[src/rtl/load_queue.sv]
`default_nettype none
// ============================================================================
// Module      : load_queue
// Description : Circular load queue. Loads are allocated in program order,
//               receive addresses out of order, the oldest address-ready
//               load is offered for issue, and loads retire in order on ROB
//               commit. A flush squashes every entry.
// Revision    : 1.0 - initial release
// ============================================================================
module load_queue #(
    parameter int XLEN          = 32,
    parameter int LDQ_SIZE      = 8,
    parameter int STQ_BUF_SIZE  = 8,
    parameter int ROB_TAG_WIDTH = 5,
    parameter int IDXW          = $clog2(LDQ_SIZE)
) (
    input  logic                            clk,
    input  logic                            reset_n,
    // dispatch
    input  logic                            alloc_valid,
    input  logic [ROB_TAG_WIDTH-1:0]        alloc_rob_tag,
    input  logic [STQ_BUF_SIZE-1:0]         alloc_store_mask,
    output logic                            alloc_ready,
    output logic [IDXW-1:0]                 alloc_index,
    // AGU
    input  logic                            addr_valid,
    input  logic [IDXW-1:0]                 addr_index,
    input  logic [XLEN-1:0]                 addr,
    // issue to cache / forwarding
    output logic                            issue_valid,
    input  logic                            issue_ready,
    output logic [IDXW-1:0]                 issue_index,
    output logic [XLEN-1:0]                 issue_address,
    output logic [STQ_BUF_SIZE-1:0]         issue_store_mask,
    output logic [ROB_TAG_WIDTH-1:0]        issue_rob_tag,
    // completion / commit
    input  logic                            done_valid,
    input  logic [IDXW-1:0]                 done_index,
    input  logic                            commit_valid,
    output logic                            commit_error,
    // store queue retirement
    input  logic                            stq_free_valid,
    input  logic [$clog2(STQ_BUF_SIZE)-1:0] stq_free_index,
    // control / status
    input  logic                            flush,
    output logic [IDXW:0]                   count,
    output logic                            empty,
    output logic                            full
);

    // Pointers carry one extra wrap bit to tell full from empty.
    logic [IDXW:0]              r_head;
    logic [IDXW:0]              r_tail;
    logic                       r_commit_error;

    // Per-entry state
    logic [LDQ_SIZE-1:0]        r_valid;
    logic [LDQ_SIZE-1:0]        r_addr_valid;
    logic [LDQ_SIZE-1:0]        r_executed;
    logic [LDQ_SIZE-1:0]        r_succeeded;
    logic [XLEN-1:0]            r_addr       [LDQ_SIZE];
    logic [STQ_BUF_SIZE-1:0]    r_store_mask [LDQ_SIZE];
    logic [ROB_TAG_WIDTH-1:0]   r_rob_tag    [LDQ_SIZE];

    logic [IDXW-1:0]            w_head_idx;
    logic [IDXW-1:0]            w_tail_idx;
    logic                       w_full;
    logic                       w_empty;
    logic                       w_alloc_fire;
    logic                       w_commit_ok;
    logic                       w_commit_fire;
    logic                       w_issue_valid;
    logic [IDXW-1:0]            w_issue_idx;
    logic                       w_issue_fire;
    logic [LDQ_SIZE-1:0]        w_candidate;
    logic [STQ_BUF_SIZE-1:0]    w_free_clear;

    assign w_head_idx    = r_head[IDXW-1:0];
    assign w_tail_idx    = r_tail[IDXW-1:0];
    assign w_empty       = (r_head == r_tail);
    assign w_full        = (r_head[IDXW] != r_tail[IDXW]) && (w_head_idx == w_tail_idx);

    // Flush outranks every other request in the same cycle.
    assign w_alloc_fire  = alloc_valid && !w_full && !flush;
    assign w_commit_ok   = commit_valid && r_valid[w_head_idx] && r_succeeded[w_head_idx];
    assign w_commit_fire = w_commit_ok && !flush;
    assign w_issue_fire  = w_issue_valid && issue_ready && !flush;

    assign w_candidate   = r_valid & r_addr_valid & ~r_executed;
    assign w_free_clear  = stq_free_valid ? (STQ_BUF_SIZE'(1) << stq_free_index)
                                          : '0;

    // Oldest-first select: scan youngest to oldest so the last hit is the oldest.
    always_comb begin
        logic [IDXW-1:0] w_scan_idx;
        w_issue_valid = 1'b0;
        w_issue_idx   = '0;
        w_scan_idx    = '0;
        for (int k = LDQ_SIZE - 1; k >= 0; k--) begin
            w_scan_idx = w_head_idx + IDXW'(k);
            if (w_candidate[w_scan_idx]) begin
                w_issue_valid = 1'b1;
                w_issue_idx   = w_scan_idx;
            end
        end
    end

    // Head/tail pointers and the one-cycle commit error pulse.
    always_ff @(posedge clk or negedge reset_n) begin
        if (!reset_n) begin
            r_head         <= '0;
            r_tail         <= '0;
            r_commit_error <= 1'b0;
        end else if (flush) begin
            r_head         <= '0;
            r_tail         <= '0;
            r_commit_error <= 1'b0;
        end else begin
            if (w_alloc_fire) begin
                r_tail <= r_tail + 1'b1;
            end
            if (w_commit_fire) begin
                r_head <= r_head + 1'b1;
            end
            r_commit_error <= commit_valid && !w_commit_ok;
        end
    end

    // Entry status flags; a fresh allocation starts with all flags clear.
    always_ff @(posedge clk or negedge reset_n) begin
        if (!reset_n) begin
            r_valid      <= '0;
            r_addr_valid <= '0;
            r_executed   <= '0;
            r_succeeded  <= '0;
        end else if (flush) begin
            r_valid      <= '0;
            r_addr_valid <= '0;
            r_executed   <= '0;
            r_succeeded  <= '0;
        end else begin
            for (int i = 0; i < LDQ_SIZE; i++) begin
                if (w_alloc_fire && (w_tail_idx == IDXW'(i))) begin
                    r_valid[i]      <= 1'b1;
                    r_addr_valid[i] <= 1'b0;
                    r_executed[i]   <= 1'b0;
                    r_succeeded[i]  <= 1'b0;
                end else begin
                    if (w_commit_fire && (w_head_idx == IDXW'(i))) begin
                        r_valid[i] <= 1'b0;
                    end
                    if (addr_valid && (addr_index == IDXW'(i)) && r_valid[i]) begin
                        r_addr_valid[i] <= 1'b1;
                    end
                    if (w_issue_fire && (w_issue_idx == IDXW'(i))) begin
                        r_executed[i] <= 1'b1;
                    end
                    if (done_valid && (done_index == IDXW'(i)) && r_valid[i] && r_executed[i]) begin
                        r_succeeded[i] <= 1'b1;
                    end
                end
            end
        end
    end

    // Entry payload; only meaningful while the entry is valid, so no reset.
    always_ff @(posedge clk) begin
        for (int i = 0; i < LDQ_SIZE; i++) begin
            if (w_alloc_fire && (w_tail_idx == IDXW'(i))) begin
                r_rob_tag[i]    <= alloc_rob_tag;
                r_store_mask[i] <= alloc_store_mask & ~w_free_clear;
            end else begin
                r_store_mask[i] <= r_store_mask[i] & ~w_free_clear;
            end
            if (!flush && addr_valid && (addr_index == IDXW'(i)) && r_valid[i]) begin
                r_addr[i] <= addr;
            end
        end
    end

    assign alloc_ready      = !w_full;
    assign alloc_index      = w_tail_idx;
    assign issue_valid      = w_issue_valid;
    assign issue_index      = w_issue_idx;
    assign issue_address    = r_addr[w_issue_idx];
    assign issue_store_mask = r_store_mask[w_issue_idx];
    assign issue_rob_tag    = r_rob_tag[w_issue_idx];
    assign commit_error     = r_commit_error;
    assign count            = r_tail - r_head;
    assign empty            = w_empty;
    assign full             = w_full;

endmodule
`default_nettype wire

[config.mk]
export PLATFORM = sky130hd
export DESIGN_NAME = load_queue
export DESIGN_NICKNAME = d
export VERILOG_FILES = /design/src/rtl/load_queue.sv
export SDC_FILE = /design/constraint.sdc
export NUM_CORES = 1
export LEC_CHECK = 0
export ABC_AREA = 1
export BUFFER_PORTS_ARGS = -buffer_cell sky130_fd_sc_hd__clkbuf_2
export CORE_MARGIN = 3
export CORE_UTILIZATION = 55
export CTS_CLUSTER_SIZE = 12
export DETAILED_ROUTE_END_ITERATION = 7
export PLACE_DENSITY = 0.74
export SLEW_MARGIN = 20
export SYNTH_ARGS = -nofsm -noshare
export SYNTH_HDL_FRONTEND = slang
export SYNTH_SLANG_ARGS = --single-unit
[constraint.sdc]
create_clock -name clk -period 4.1 [get_ports clk]
set_input_delay 1.025 -clock clk [delete_from_list [all_inputs] [get_ports clk]]
set_output_delay 1.025 -clock clk [all_outputs]
set_load 0.01 [all_outputs]
**After elaboration in Yosys (flattened, before gate mapping)**

Memories as Yosys holds them, arrays and structs flattened.
Index checks and enable logic that the tools add are counted.
W data, S select, Z words.

- Register bits after elaboration: 41
- Bits in latches: 0
- Memory bits (writable): 360
- Bits in read-only memories: 0
- Input bits: 63
- Output and inout port bits: 60
- Memories: 3

Memories:

| name | depth | bits a word | read ports | clocked after Yosys merged registers in | write ports | line | source |
|---|---|---|---|---|---|---|---|
| r_addr | 8 | 32 | 1 | 0 | 1 | 61 | `logic [XLEN-1:0] r_addr [LDQ_SIZE];` |
| r_store_mask | 8 | 8 | 9 | 0 | 8 | 62 | `logic [STQ_BUF_SIZE-1:0] r_store_mask [LDQ_SIZE];` |
| r_rob_tag | 8 | 5 | 1 | 0 | 1 | 63 | `logic [ROB_TAG_WIDTH-1:0] r_rob_tag [LDQ_SIZE];` |

- Add/sub/neg operators: 10
- $mul: 0
- Divide/modulo/power cells: 0
- Order comparisons: 8
- Equality and inequality tests: 38
- Shifts and indexed selects: 1
- Mux-type cells: 200
- Bitwise logic cells: 21
- Reduce and logical (&&, ||, !) cells: 146

Operator list:

| kind | number |
|---|---|
| $mux W32 | 7 |
| $reduce_or A32 Y1 | 7 |
| $mux W1 | 137 |
| $mux W8 | 13 |
| $reduce_bool A3 Y1 | 32 |
| $logic_and A1 B1 Y1 | 90 |
| $and A8 B8 Y8 | 11 |
| $mux W3 | 22 |
| $eq A3 B3 Y1 const B | 20 |
| $mux W5 | 7 |
| $reduce_or A5 Y1 | 7 |
| $lt A3 B4 Y1 const B | 8 |
| $bmux W1 S3 | 10 |
| $eq A3 B2 Y1 const B | 10 |
| $mux W4 | 4 |
| $not A8 Y8 | 2 |
| $eq A3 B1 Y1 const B | 5 |
| $logic_not A3 Y1 | 5 |
| $add A3 B3 Y3 const B | 4 |
| $add A4 B1 Y4 const B | 2 |
| $or A1 B1 Y1 | 8 |
| $shl A1 B3 Y8 const A | 1 |
| $add A3 B2 Y3 const B | 2 |
| $eq A4 B4 Y1 | 1 |
| other kinds (6) | 9 |

**Logic depth before layout (Yosys ltp)**

Gate-level depths: netlist (run 1).

- Depth in word-level cells: 18
- Mapped depth: 23
- Gate-level depth less buffers: 20

**Worst setup path before layout (run 1)**

Ideal clock, no wire load.

- Kind: register to output
- Start point: register r_head[1]
- End point: output issue_store_mask[6]
- Arrival: 2,662 ps
- Path slack: 413 ps
- Stages on the path, launching flop included: 21
- Path buffers: 3
- Cell sequence: dfrtp_1 > buf_2 > inv_2 > ha_1 > inv_1 > nand3_1 > nand3_1 > nand2_1 > nor2_1 > nand2_1 > inv_2 > nor2_2 > nand3_1 > buf_6 > clkbuf_1 > nand3_1 > nand2_1 > nand2_1 > nand2_1 > nand2_1 > nand2_1

- Longest elaborated chain between the ends: 12

RTL lines:

| what | line | source |
|---|---|---|
| from (decl) | 52 | `logic [IDXW:0] r_head;` |
| from (signal assigned) | 123 | `r_head <= r_head + 1'b1;` |
| $add A3 B3 Y3 | 100 | `w_scan_idx = w_head_idx + IDXW'(k);` |
| $bmux W1 S3 | 101 | `if (w_candidate[w_scan_idx]) begin` |
| $mux W1 (not written as such) | 101 |  |
| $mux W3 (7 in a row) | 101 |  |
| $mux W3 (*) | 101 |  |
| $mem_v2 Z8 W8 (*) | -- |  |
| to (decl) | 34 | `output logic [STQ_BUF_SIZE-1:0] issue_store_mask,` |

Every way passes the cells marked *; elsewhere a longest branch is shown, timed or not. The select of a mux whose other input is x is not followed.

**Worst setup path after layout (run 1)**

- Start point: register r_head[0]
- End point: output issue_address[31]

- Longest elaborated chain between the ends: 12

RTL lines:

| what | line | source |
|---|---|---|
| $add A3 B3 Y3 | 100 |  |
| $bmux W1 S3 | 101 |  |
| $mux W1 (not written as such) | 101 |  |
| $mux W3 (7 in a row) | 101 |  |
| $mux W3 (*) | 101 |  |
| $mem_v2 Z8 W32 (*) | -- |  |
| to (decl) | 33 | `output logic [XLEN-1:0] issue_address,` |

Marked as above.

==> flow_summary.json, run 1 <==
{
  "post_synth_num_cell_types": 37,
  "power.clock.fraction_pct": 25.4,
  "floorplan.rows": 66,
  "cts_num_sinks": 401,
  "grt_overflow": 0,
  "number_of_antenna_repair_diodes": 0,
  "rr_startpoint": "r_head[2]",
  "core_area_um2": 32620,
  "drt_iter0_drc": 2324,
  "irDropWorstVdd_uv": 453.3,
  "finalCritPeriodShare_pct": 114.2,
  "start_util_pct": 55.83,
  "setup_repair_after_global_routing_missed_its_margin": "true",
  "detailedPlacementHpwl_mm": 27.35,
  "ys_seq_area_share_pct": 61.48,
  "synth_largest_type_area_fraction_pct": 48.81,
  "post-layout-total-power_mw": 14.35,
  "ioPinCount": 123,
  "area_growth_syn_to_layout_pct": 30.29,
  "cts_max_level": 2,
  "final_common_cell": "nand2_1",
  "reg2reg_slack_ns": 0.65,
  "power.static_leakage_nw": 10.40,
  "r2r_end": "r_store_mask[0][7]",
  "clk_path_buf_depth": 3,
  "wl_per_cell_um": 22.79,
  "r2r.worst_path.cells": 14,
  "post_drt_via_cell_ratio": 6.117,
  "drcViolationCount": 0,
  "maxCapViolCount": 0,
  "timing.critical_path.required_ns": 3.07,
  "number_of_clock_buffers_inserted_by_tritoncts": 42,
  "worst-setup-path-type": "reg2out",
  "most-common-layout-cells": "nand2_1, edfxtp_1, nand3_1",
  "synthTopCellsByArea": "edfxtp_1, nand2_1, nand3_1",
  "status": "finished, violations left",
  "placedCellCount": 2499,
  "clock-root-buffer": "clkbuf_16",
  "grt_antenna_before_repair": 2,
  "routed-via-count": 16350,
  "timing.final.crit_period_ns": 4.682,
  "nFillCells": 2051,
  "synth.largest_area_cell": "edfxtp_1",
  "yosysWarnings": 0,
  "post_cts_hold_buffer_count": 0,
  "syn_area_per_cell_um2": 9.161,
  "drt_wl_total_mm": 60.89,
  "detail_route.first_pass.iterations": 6,
  "die_height_um": 188.0,
  "tritoncts": "built",
  "min_path_cells": 2,
  "netlist_area_um2": 18210,
  "slew_headroom_pct": 37.16,
  "power_switching_share_pct": 35.53,
  "crit_path_capture_type": "output port",
  "maxSlewViolCount": 0,
  "failed_checks": "setup timing",
  "power.density_cell_area_nw_per_um2": 604.8,
  "worst_hold_startpoint": "r_store_mask[3][6]",
  "post_layout_nonfiller_instances": 2672,
  "combined_area_of_the_multi_input_logic_cells_um2": 6960,
  "grt_max_degree": 43,
  "timing.hold.ws_ns": 0.4839,
  "worstSkewPairLatency_ns": 0.55,
  "ys_seq_elements": 401,
  "min-delay-path-class": "reg2reg",
  "die_area_um2": 35330,
  "cellInternalPower_mw": 9.251,
  "first_global_vias": 15160,
  "switchingPower_mw": 5.098,
  "die_w_um": 188.0,
  "worst_hold_path.endpoint": "r_store_mask[3][6]",
  "max_freq_mhz": 213.6,
  "synthesized_nets": 2069,
  "register_share_of_total_power_pct": 31.3,
  "worst-slew-pin-transition_ns": 0.9426,
  "finalWeightedCongestion": 0.8996,
  "clk_pin_slew_ns": 0.06,
  "final_worst_clock_skew_ns": 0.02059,
  "combinationalPowerShare_pct": 43.3,
  "grt_first_pass_wirelength_mm": 84.40,
  "critPathMaxFanout": 12,
  "layout.area.seq_um2": 11200,
  "crit_path_launch_type": "register",
  "dpl_worst_slack_ns": -0.03560,
  "final_layout_size_suffix_gt1_share_pct": 23.90,
  "place.port_buffers": 122,
  "grt.total_usage_pct": 30.36,
  "numnets_final": 2287,
  "ant_nets": 0,
  "final_hold_viol_count": 0,
  "timing.final.setup_violations": 47,
  "setup_total_negative_slack_ns": -18.78,
  "fin_ws_ns": -0.5825,
  "critical_path_arrival_ns": 3.66,
  "synth_cells": 1988
}
[repair_timing]
item,in CTS,in global routing
gates cloned,31,23
pin swaps,38,71
resized for setup,136,176
endpoints found under the setup margin,46,48
buffers inserted,45,17
[worst max-delay path, cell delays in order (launching register included)]
cell and delay (ns):
dfrtp_2 0.51, inv_4 0.09, buf_4 0.17, nand2_2 0.09
nand3_1 0.17, nand3_1 0.25, nand2_1 0.16, inv_1 0.24
nand3_4 0.21, buf_4 0.21, buf_12 0.14, buf_16 0.16
nand3_1 0.10, nand2_1 0.11, nand2_1 0.10, nand2_1 0.08
nand2_1 0.10, nand2_2 0.09, clkbuf_2 0.14
[cell usage after synthesis]
cell / n
a21boi_0: 1
a21oi_1: 32
buf_1: 9
buf_12: 1
buf_2: 35
buf_4: 18
buf_6: 7
buf_8: 1
clkbuf_1: 35
clkinv_1: 2
dfrtp_1: 41
dfxtp_1: 64
edfxtp_1: 296
fa_1: 1
ha_1: 17
inv_1: 81
inv_2: 6
inv_4: 1
nand2_1: 864
nand2_2: 9
nand2_4: 2
nand3_1: 293
nand3_2: 1
nand4_1: 19
nand4_2: 2
nor2_1: 42
nor2_2: 2
nor3_1: 12
o2111ai_1: 1
o21ai_0: 78
o21ai_1: 1
o21ai_2: 1
o22ai_1: 3
o311ai_0: 1
o31ai_1: 5
xnor2_1: 2
xor2_1: 2
[through the flow]
stage               utilization (%)  instance area (um2)
finish                        72.74                23730
global route                  72.74                23730
CTS                           69.51                22670
detailed placement            59.76                19490
global placement              59.76                19490
floorplan                         -                18210
[state kept, by name, summed over array words and instances, names as in the netlist]
name / cells
r_succeeded: 8
r_valid: 8
r_tail: 4
r_rob_tag: 40
r_store_mask: 64
r_addr: 256
commit_error: 1
r_head: 4
r_addr_valid: 8
r_executed: 8
[worst max path at each step]
stage / slack, ns / end / cells past startpoint / from
after detailed placement: -0.04 / issue_rob_tag[3] / 21 / r_head[0]
final: -0.58 / issue_address[31] / 18 / r_head[0]
after global placement: 0.11 / issue_rob_tag[4] / 19 / r_head[0]
after floorplan: 0.41 / issue_store_mask[6] / 20 / r_head[1]
after CTS: -0.24 / issue_rob_tag[3] / 23 / r_head[0]
after global routing: -0.58 / issue_address[31] / 21 / r_head[0]
[layout make-up]
type	count	area share, %
clock buffers	56	4.867
clock inverters	12	0.5221
inverters	90	1.519
multi-input cells	1392	29.34
flip-flops and latches	401	47.20
well taps	442	2.331
repair buffers	279	14.22
[layer usage]
metal / vias up / GRT usage [%] / part of all wire [%]
met5: - / 0 / 0.044
met4: 4 / 14.14 / 6.1
met3: 324 / 6.039 / 12
met2: 1264 / 49.96 / 47
met1: 7665 / 39.01 / 35
li1: 7088 / - / -
[power by group through the flow]
| stage | clock network, mW | registers [mW] | logic (mW) |
|---|---|---|---|
| finish | 3.65 | 4.49 | 6.21 |
| global route | 3.82 | 4.49 | 6.51 |
| CTS | 3.63 | 4.48 | 5.23 |
| detailed placement | 0 | 4.56 | 3.65 |
| global placement | 0 | 4.56 | 3.60 |
| floorplan | 0 | 4.55 | 2.45 |
[logic make-up (layout without fill, tap and decap cells)]
| group | after synthesis | after routing | share of synthesized area [%] |
|---|---|---|---|
| simple gates | 1246 | 1247 | 28.40 |
| flops | 401 | 401 | 61.48 |
| buf+inv | 196 | 437 | 5.105 |
| compound gates | 123 | 123 | 3.545 |
| fa+ha+maj | 18 | 18 | 1.278 |
| xor+xnor | 4 | 4 | 0.1924 |
No activity file was read; power rests on OpenSTA's default activity.
==> run 2: changes to the inputs <==
--- a/config.mk
+++ b/config.mk
@@ -5,13 +5,14 @@
 export SDC_FILE = /design/constraint.sdc
 export NUM_CORES = 1
 export LEC_CHECK = 0
-export ABC_AREA = 1
 export BUFFER_PORTS_ARGS = -buffer_cell sky130_fd_sc_hd__clkbuf_2
+export CELL_PAD_IN_SITES_DETAIL_PLACEMENT = 1
+export CELL_PAD_IN_SITES_GLOBAL_PLACEMENT = 1
 export CORE_MARGIN = 3
-export CORE_UTILIZATION = 55
+export CORE_UTILIZATION = 49
 export CTS_CLUSTER_SIZE = 12
 export DETAILED_ROUTE_END_ITERATION = 7
-export PLACE_DENSITY = 0.74
+export PLACE_DENSITY_LB_ADDON = 0.1
 export SLEW_MARGIN = 20
 export SYNTH_ARGS = -nofsm -noshare
 export SYNTH_HDL_FRONTEND = slang
==> flow_summary.json, run 2 <==
{
  "ys_dominant_reg_cell": "edfxtp_1",
  "clk_path_buf_depth": 3,
  "cp_top_family": "simple AND/OR/NAND/NOR gates",
  "grt_first_pass_wirelength_mm": 100.1,
  "timing.final.crit_period_ns": 5.398,
  "final_layout_size_suffix_gt1_share_pct": 32.33,
  "die_w_um": 199.8,
  "first_global_vias": 16530,
  "drt_wl_total_mm": 71.32,
  "grt_util_met2_pct": 54.38,
  "post-layout-total-power_mw": 8.669,
  "synth.largest_area_cell": "edfxtp_1",
  "final_hold_viol_count": 0,
  "critical_path_arrival_ns": 4.37,
  "max_freq_mhz": 185.3,
  "crit_path_capture_type": "output port",
  "drcViolationCount": 0,
  "most-common-layout-cells": "nand2_1, edfxtp_1, nor2_1",
  "grt_max_degree": 64,
  "critPathMostFrequentCell": "buf_12",
  "grt_most_used_layer": "met2",
  "synth_largest_type_area_fraction_pct": 48.31,
  "numnets_final": 2013,
  "die_height_um": 199.8,
  "timing.final.setup_violations": 49,
  "status": "finished, violations left",
  "failed_checks": "setup timing",
  "wl_per_cell_um": 29.35,
  "timing.critical_path.required_ns": 3.07,
  "grt.met1_usage_pct": 44.07,
  "timing.critical_path.slowest_cell_delay_ns": 0.59,
  "registers.top_by_ff_count": "r_addr",
  "cts_max_level": 2,
  "synthesized_nets": 1746,
  "ys_seq_elements": 401,
  "placedCellCount": 2323,
  "nFillCells": 3600,
  "synth_cells": 1665,
  "synth.cells.most_frequent": "nand2_1, edfxtp_1, nor2_1",
  "power.density_cell_area_nw_per_um2": 353.0,
  "ioPinCount": 123,
  "drt_iter0_drc": 1348,
  "fin_ws_ns": -1.298,
  "worst-setup-path-type": "reg2out",
  "post_drt_via_cell_ratio": 6.584,
  "grt_overflow": 0,
  "ys_seq_area_share_pct": 60.85,
  "synthTopCellsByArea": "edfxtp_1, a2111oi_0, dfxtp_1",
  "place.port_buffers": 122,
  "post_synth_num_cell_types": 65,
  "tritoncts": "built",
  "final_worst_clock_skew_ns": 0.01173,
  "slowest_library_cell_on_the_worst_path": "or4_4",
  "syn_area_per_cell_um2": 11.05,
  "power.static_leakage_nw": 8.889,
  "synth_async_sr_flop_share_pct": 10.22,
  "grt_antenna_before_repair": 3,
  "maxCapViolCount": 0,
  "regs_by_ff_count": "r_addr x256, r_store_mask x64, r_rob_tag x40",
  "grt.total_usage_pct": 33.12,
  "largest_reg_flops": 256,
  "cts_num_sinks": 401,
  "floorplan.rows": 70,
  "netlist_area_um2": 18400,
  "irDropWorstVdd_uv": 385.0,
  "worst-slew-pin-transition_ns": 1.177,
  "finalWeightedCongestion": 0.8975,
  "clock-root-buffer": "clkbuf_16",
  "maxSlewViolCount": 0,
  "clk_pin_slew_ns": 0.06,
  "min-delay-path-class": "reg2reg",
  "number_of_clock_buffers_inserted_by_tritoncts": 43,
  "die_area_um2": 39910,
  "start_util_pct": 50.01,
  "post-synth-top-count-cell": "nand2_1",
  "post_layout_nonfiller_instances": 2430,
  "ant_nets": 0,
  "finish.instance_area_um2": 24550,
  "critPathMaxFanout": 21,
  "area_growth_syn_to_layout_pct": 33.47,
  "setup_repair_after_global_routing_missed_its_margin": "true",
  "path_buf_inv": 4,
  "core_area_um2": 36790,
  "crit_path_cell_trace": "ha_1 > inv_1 > o2111a_1 > or4_4 > a2111oi_2 > or4_1 > and3_4 > buf_12 > buf_12 > a2111oi_1 > nor4_2 > buf_2",
  "grtUsageMet3_pct": 6.177,
  "dpl_worst_slack_ns": -0.8444,
  "finalCritPeriodShare_pct": 131.7,
  "setup_total_negative_slack_ns": -53.63,
  "yosysWarnings": 0,
  "crit_path_launch_type": "register",
  "final_common_cell": "nand2_1",
  "placed_area_um2": 21030,
  "detailedPlacementHpwl_mm": 38.68,
  "worstSkewPairLatency_ns": 0.58,
  "synth_edf_count": 296,
  "slew_headroom_pct": 20.94,
  "detail_route.first_pass.iterations": 5,
  "routed-via-count": 16000
}
## run 2: cell types whose count changed in the layout (fill, tap and decap cells not counted), moves of 29 or more
| cell | previous run | this run |
|---|---|---|
| nand2_2 | 86 | 0 |
| a21oi_1 | 31 | 74 |
| a2111oi_4 | 0 | 43 |
| a2111oi_2 | 0 | 85 |
| nand3_2 | 51 | 0 |
| buf_16 | 33 | 4 |
| inv_1 | 76 | 23 |
| nor2_1 | 32 | 203 |
| buf_4 | 52 | 181 |
| nand3_1 | 233 | 21 |
| o21ai_0 | 78 | 4 |
| a2111oi_1 | 0 | 33 |
| nand2_1 | 776 | 339 |
## run 2: cell type report
cell class,instances,area [um2],area share (%)
sequential,401,11200,45.60
multi-input combinational,1092,8119,33.06
timing repair buffer,366,3196,13.01
clock buffer,59,1211,4.932
tap,468,585.6,2.385
inverter,28,132.6,0.5401
clock inverter,15,110.1,0.4484
antenna,1,2.502,0.01019
## run 2: logic make-up (layout without fill, tap and decap cells)
logic type               count (synthesis)  count (layout)  share of synthesized area (%)
AND/OR/NAND/NOR                        720             720                          17.27
flip-flops                             401             401                          60.85
AO/OA/AOI/OAI                          320             320                          13.62
buffers and inverters                  172             468                          4.312
multiplexers                            25              25                          2.244
adder cells (fa/ha/maj)                 18              18                          1.265
XOR/XNOR                                 9               9                         0.4284
other                                    0               1                              0
## run 2: per-stage QoR
step           hold slack [ns]  util (%)
2_1_floorplan           0.4342         -
3_3_place_gp            0.4404     57.18
3_5_place_dp            0.4487     57.18
4_1_cts                 0.4579     64.63
5_1_grt                 0.4787     66.74
6_report                0.4561     66.75
## run 2: worst reg2reg max path, cell delays in order (launching register included)
cell      delay, ns
dfrtp_2        0.40
buf_4          0.13
buf_4          0.23
buf_4          0.22
ha_1           0.30
nand3_1        0.12
nand2b_1       0.19
nand2_1        0.21
nor2_1         0.30
nand3_1        0.11
buf_4          0.22
inv_1          0.67
nand2_1        0.23
a21oi_1        0.20
## run 2: power by group
group          switching [mW]  total [mW]  internal, mW
Clock                    1.67        3.79          2.12
Sequential             0.0640        4.49          4.42
Combinational           0.239       0.387         0.147
## run 2: worst paths after layout
check	from	endpoint	cells past startpoint	slack [ns]
max	r_head[1]	issue_rob_tag[3]	12	-1.30
min	r_store_mask[7][3]	r_store_mask[7][3]	2	0.46
max reg2reg	r_head[0]	r_store_mask[5][7]	13	0.49
min reg2reg	r_store_mask[7][3]	r_store_mask[7][3]	2	0.46
max in group asynchronous	reset_n	r_head[1]	1	2.80
min in group asynchronous	reset_n	r_tail[1]	1	0.61
## run 2: timing repair
item,4_1_cts,5_1_grt
hold buffers,0,0
gates resized for setup,272,137
cloned,5,1
setup endpoints to repair,49,49
pin swaps,35,21
buffers inserted,26,1
## run 2: routing by layer
layer	vias to the layer above	share of wire, %
met5	-	0.034
met3	216	7.5
met4	4	3.9
met1	8130	39
met2	850	49
li1	6800	-
==> run 3: changes to the inputs <==
==> config.mk (replaced) <==
export PLATFORM = sky130hd
export DESIGN_NAME = load_queue
export DESIGN_NICKNAME = d
export VERILOG_FILES = /design/src/rtl/load_queue.sv
export SDC_FILE = /design/constraint.sdc
export NUM_CORES = 1
export LEC_CHECK = 0
export BUFFER_PORTS_ARGS = -buffer_cell sky130_fd_sc_hd__clkbuf_2
export CORE_MARGIN = 3
export CORE_UTILIZATION = 55
export CTS_CLUSTER_SIZE = 12
export DETAILED_ROUTE_END_ITERATION = 7
export HOLD_SLACK_MARGIN = 0.03
export PLACE_DENSITY = 0.73
export SLEW_MARGIN = 20
export SYNTH_ARGS = -nofsm -noshare
export SYNTH_HDL_FRONTEND = slang
export SYNTH_SLANG_ARGS = --single-unit
==> flow_summary.json, run 3 (same netlist as run 2, synthesis figures left out) <==
{
  "status": "finished, violations left",
  "failed_checks": "setup timing",
  "start_util_pct": 56.12,
  "setup_repair_after_global_routing_missed_its_margin": "true",
  "first_global_vias": 15120,
  "layout.area.seq_um2": 11200,
  "critical_path_arrival_ns": 4.56,
  "number_of_clock_buffers_inserted_by_tritoncts": 43,
  "combined_area_of_the_multi_input_logic_cells_um2": 8612,
  "final_layout_size_suffix_gt1_share_pct": 33.59,
  "slowest_library_cell_on_the_worst_path": "a2111oi_0",
  "timing.critical_path.slowest_cell_delay_ns": 0.76,
  "maxSlewViolCount": 0,
  "timing.final.crit_period_ns": 5.586,
  "r2r_end": "r_executed[7]",
  "post-layout-total-power_mw": 8.568,
  "clock-root-buffer": "clkbuf_16",
  "min_path_cells": 2,
  "nFillCells": 1875,
  "wl_per_cell_um": 26.04,
  "maxCapViolCount": 0,
  "drt_wl_total_mm": 62.72,
  "finalCritPeriodShare_pct": 136.2,
  "grt.total_usage_pct": 30.72,
  "most-common-layout-cells": "nand2_1, edfxtp_1, nor2_1",
  "grt_first_pass_wirelength_mm": 86.14,
  "core_area_um2": 32780,
  "final_hold_viol_count": 0,
  "worstSkewPairLatency_ns": 0.56,
  "timing.final.setup_violations": 49,
  "cts_max_level": 2,
  "drt_iter0_drc": 2212,
  "drcViolationCount": 0,
  "registers.top_by_ff_count": "r_addr",
  "crit_path_capture_type": "output port",
  "final_common_cell": "nand2_1",
  "die_area_um2": 35680,
  "routed-via-count": 16050,
  "min-delay-path-class": "reg2reg",
  "power.density_cell_area_nw_per_um2": 343.8,
  "tritoncts": "built",
  "rr_startpoint": "r_head[1]",
  "utilization_pct": 76.01,
  "fin_ws_ns": -1.486,
  "numnets_final": 2019,
  "grt_overflow": 0,
  "worst-setup-path-type": "reg2out",
  "detail_route.first_pass.iterations": 6,
  "timing.critical_path.required_ns": 3.07,
  "worst-slew-pin-transition_ns": 1.033,
  "ant_nets": 0,
  "r2r.worst_path.cells": 13,
  "die_w_um": 188.9,
  "crit_path_cell_trace": "inv_8 > ha_4 > buf_8 > mux4_2 > a22o_1 > nor4b_4 > a22o_1 > nor2_4 > buf_12 > clkbuf_16 > a2111oi_0 > nor4_1 > buf_2",
  "grt_antenna_before_repair": 2,
  "die_height_um": 188.9,
  "floorplan.rows": 66,
  "regs_by_ff_count": "r_addr x256, r_store_mask x64, r_rob_tag x40",
  "finalWeightedCongestion": 0.9613,
  "final_worst_clock_skew_ns": 0.02283,
  "worst_hold_path.endpoint": "r_store_mask[7][2]",
  "reg2reg_slack_ns": 0.54,
  "max_freq_mhz": 179.0,
  "detailedPlacementHpwl_mm": 32.57,
  "cts_num_sinks": 401,
  "clk_path_buf_depth": 3,
  "irDropWorstVdd_uv": 385.4,
  "slew_headroom_pct": 30.61,
  "post_drt_via_cell_ratio": 6.661,
  "area_growth_syn_to_layout_pct": 35.45,
  "power.static_leakage_nw": 8.889,
  "place.port_buffers": 122,
  "largest_reg_flops": 256,
  "ioPinCount": 123,
  "grt_max_degree": 71,
  "critPathMaxFanout": 14,
  "crit_path_launch_type": "register",
  "critPathMostFrequentCell": "a22o_1",
  "clk_pin_slew_ns": 0.06,
  "worst_hold_startpoint": "r_store_mask[7][2]"
}
==> run 3: changes by cell type in the layout (fill, tap and decap cells not counted), moves of 8 or more <==
cell,before,now
a2111oi_0,20,10
a2111oi_1,33,21
buf_12,36,26
clkbuf_1,9,17
clkbuf_2,102,110
a2111oi_4,43,63
buf_6,14,25
==> run 3: cell type report <==
type | instances | share of cell area, %
flip-flops and latches | 401 | 44.94
repair buffers | 369 | 12.47
diodes | 2 | 0.02008
well taps | 442 | 2.219
clock buffers | 62 | 4.730
clock inverters | 10 | 0.4920
multi-input cells | 1094 | 34.56
repair inverters | 1 | 0.02510
inverters | 28 | 0.5523
==> run 3: power breakdown <==
| group | leakage [nW] | total, mW | internal (mW) | switching [mW] |
|---|---|---|---|---|
| registers | 3.75 | 4.48 | 4.42 | 0.0563 |
| logic | 4.51 | 0.366 | 0.145 | 0.221 |
| clock network | 0.631 | 3.72 | 2.12 | 1.60 |
| total | 8.89 | 8.57 | 6.69 | 1.87 |
==> run 3: worst max-delay path by stage <==
| stage | start | end | cells past startpoint |
|---|---|---|---|
| finish | r_head[1] | issue_address[17] | 13 |
| global route | r_head[1] | issue_address[17] | 13 |
| CTS | r_head[1] | issue_address[30] | 15 |
| detailed placement | r_head[1] | issue_rob_tag[3] | 12 |
| global placement | r_head[1] | issue_rob_tag[3] | 12 |
| floorplan | r_head[1] | issue_store_mask[2] | 17 |
==> run 3: through the flow <==
stage / hold WS (ns) / setup TNS [ns] / setup slack, ns / cell area (um2) / instances
floorplan: 0.4342 / -18.42 / -0.4173 / 18560 / 1665
global placement: 0.4401 / -23.16 / -0.6266 / 20980 / 2303
detailed placement: 0.4468 / -27.31 / -0.7569 / 20980 / 2303
CTS: 0.4556 / -47.93 / -1.100 / 23480 / 2399
global route: 0.4703 / -57.38 / -1.613 / 24920 / 2409
finish: 0.4556 / -50.87 / -1.486 / 24920 / 2409
==> run 3: per-layer routing <==
metal | GRT usage, % | part of all wire, % | vias to the layer above | wire, um
li1 | - | - | 6813 | -
met1 | 41.89 | 36 | 7805 | 22830
met2 | 50.41 | 48 | 1185 | 30320
met3 | 5.147 | 11 | 243 | 6704
met4 | 10.91 | 4.6 | 0 | 2865
met5 | 0 | 0 | - | 0
==> run 3: what timing repair did <==
action	4_1_cts	5_1_grt
gates cloned	4	4
resized for setup	246	235
setup endpoints to repair	49	49
hold buffers	0	0
pin swaps	26	47
buffers inserted	21	4
==> run 3: critical path: cells and delay by family, from the launching register on <==
| kind | cells | cell delay, ns |
|---|---|---|
| AND/OR/NAND/NOR | 3 | 0.61 |
| AO/OA/AOI/OAI | 3 | 1.27 |
| multiplexers | 1 | 0.51 |
| adder cells (fa/ha/maj) | 1 | 0.36 |
| flip-flops | 1 | 0.46 |
| buffers and inverters | 5 | 0.77 |
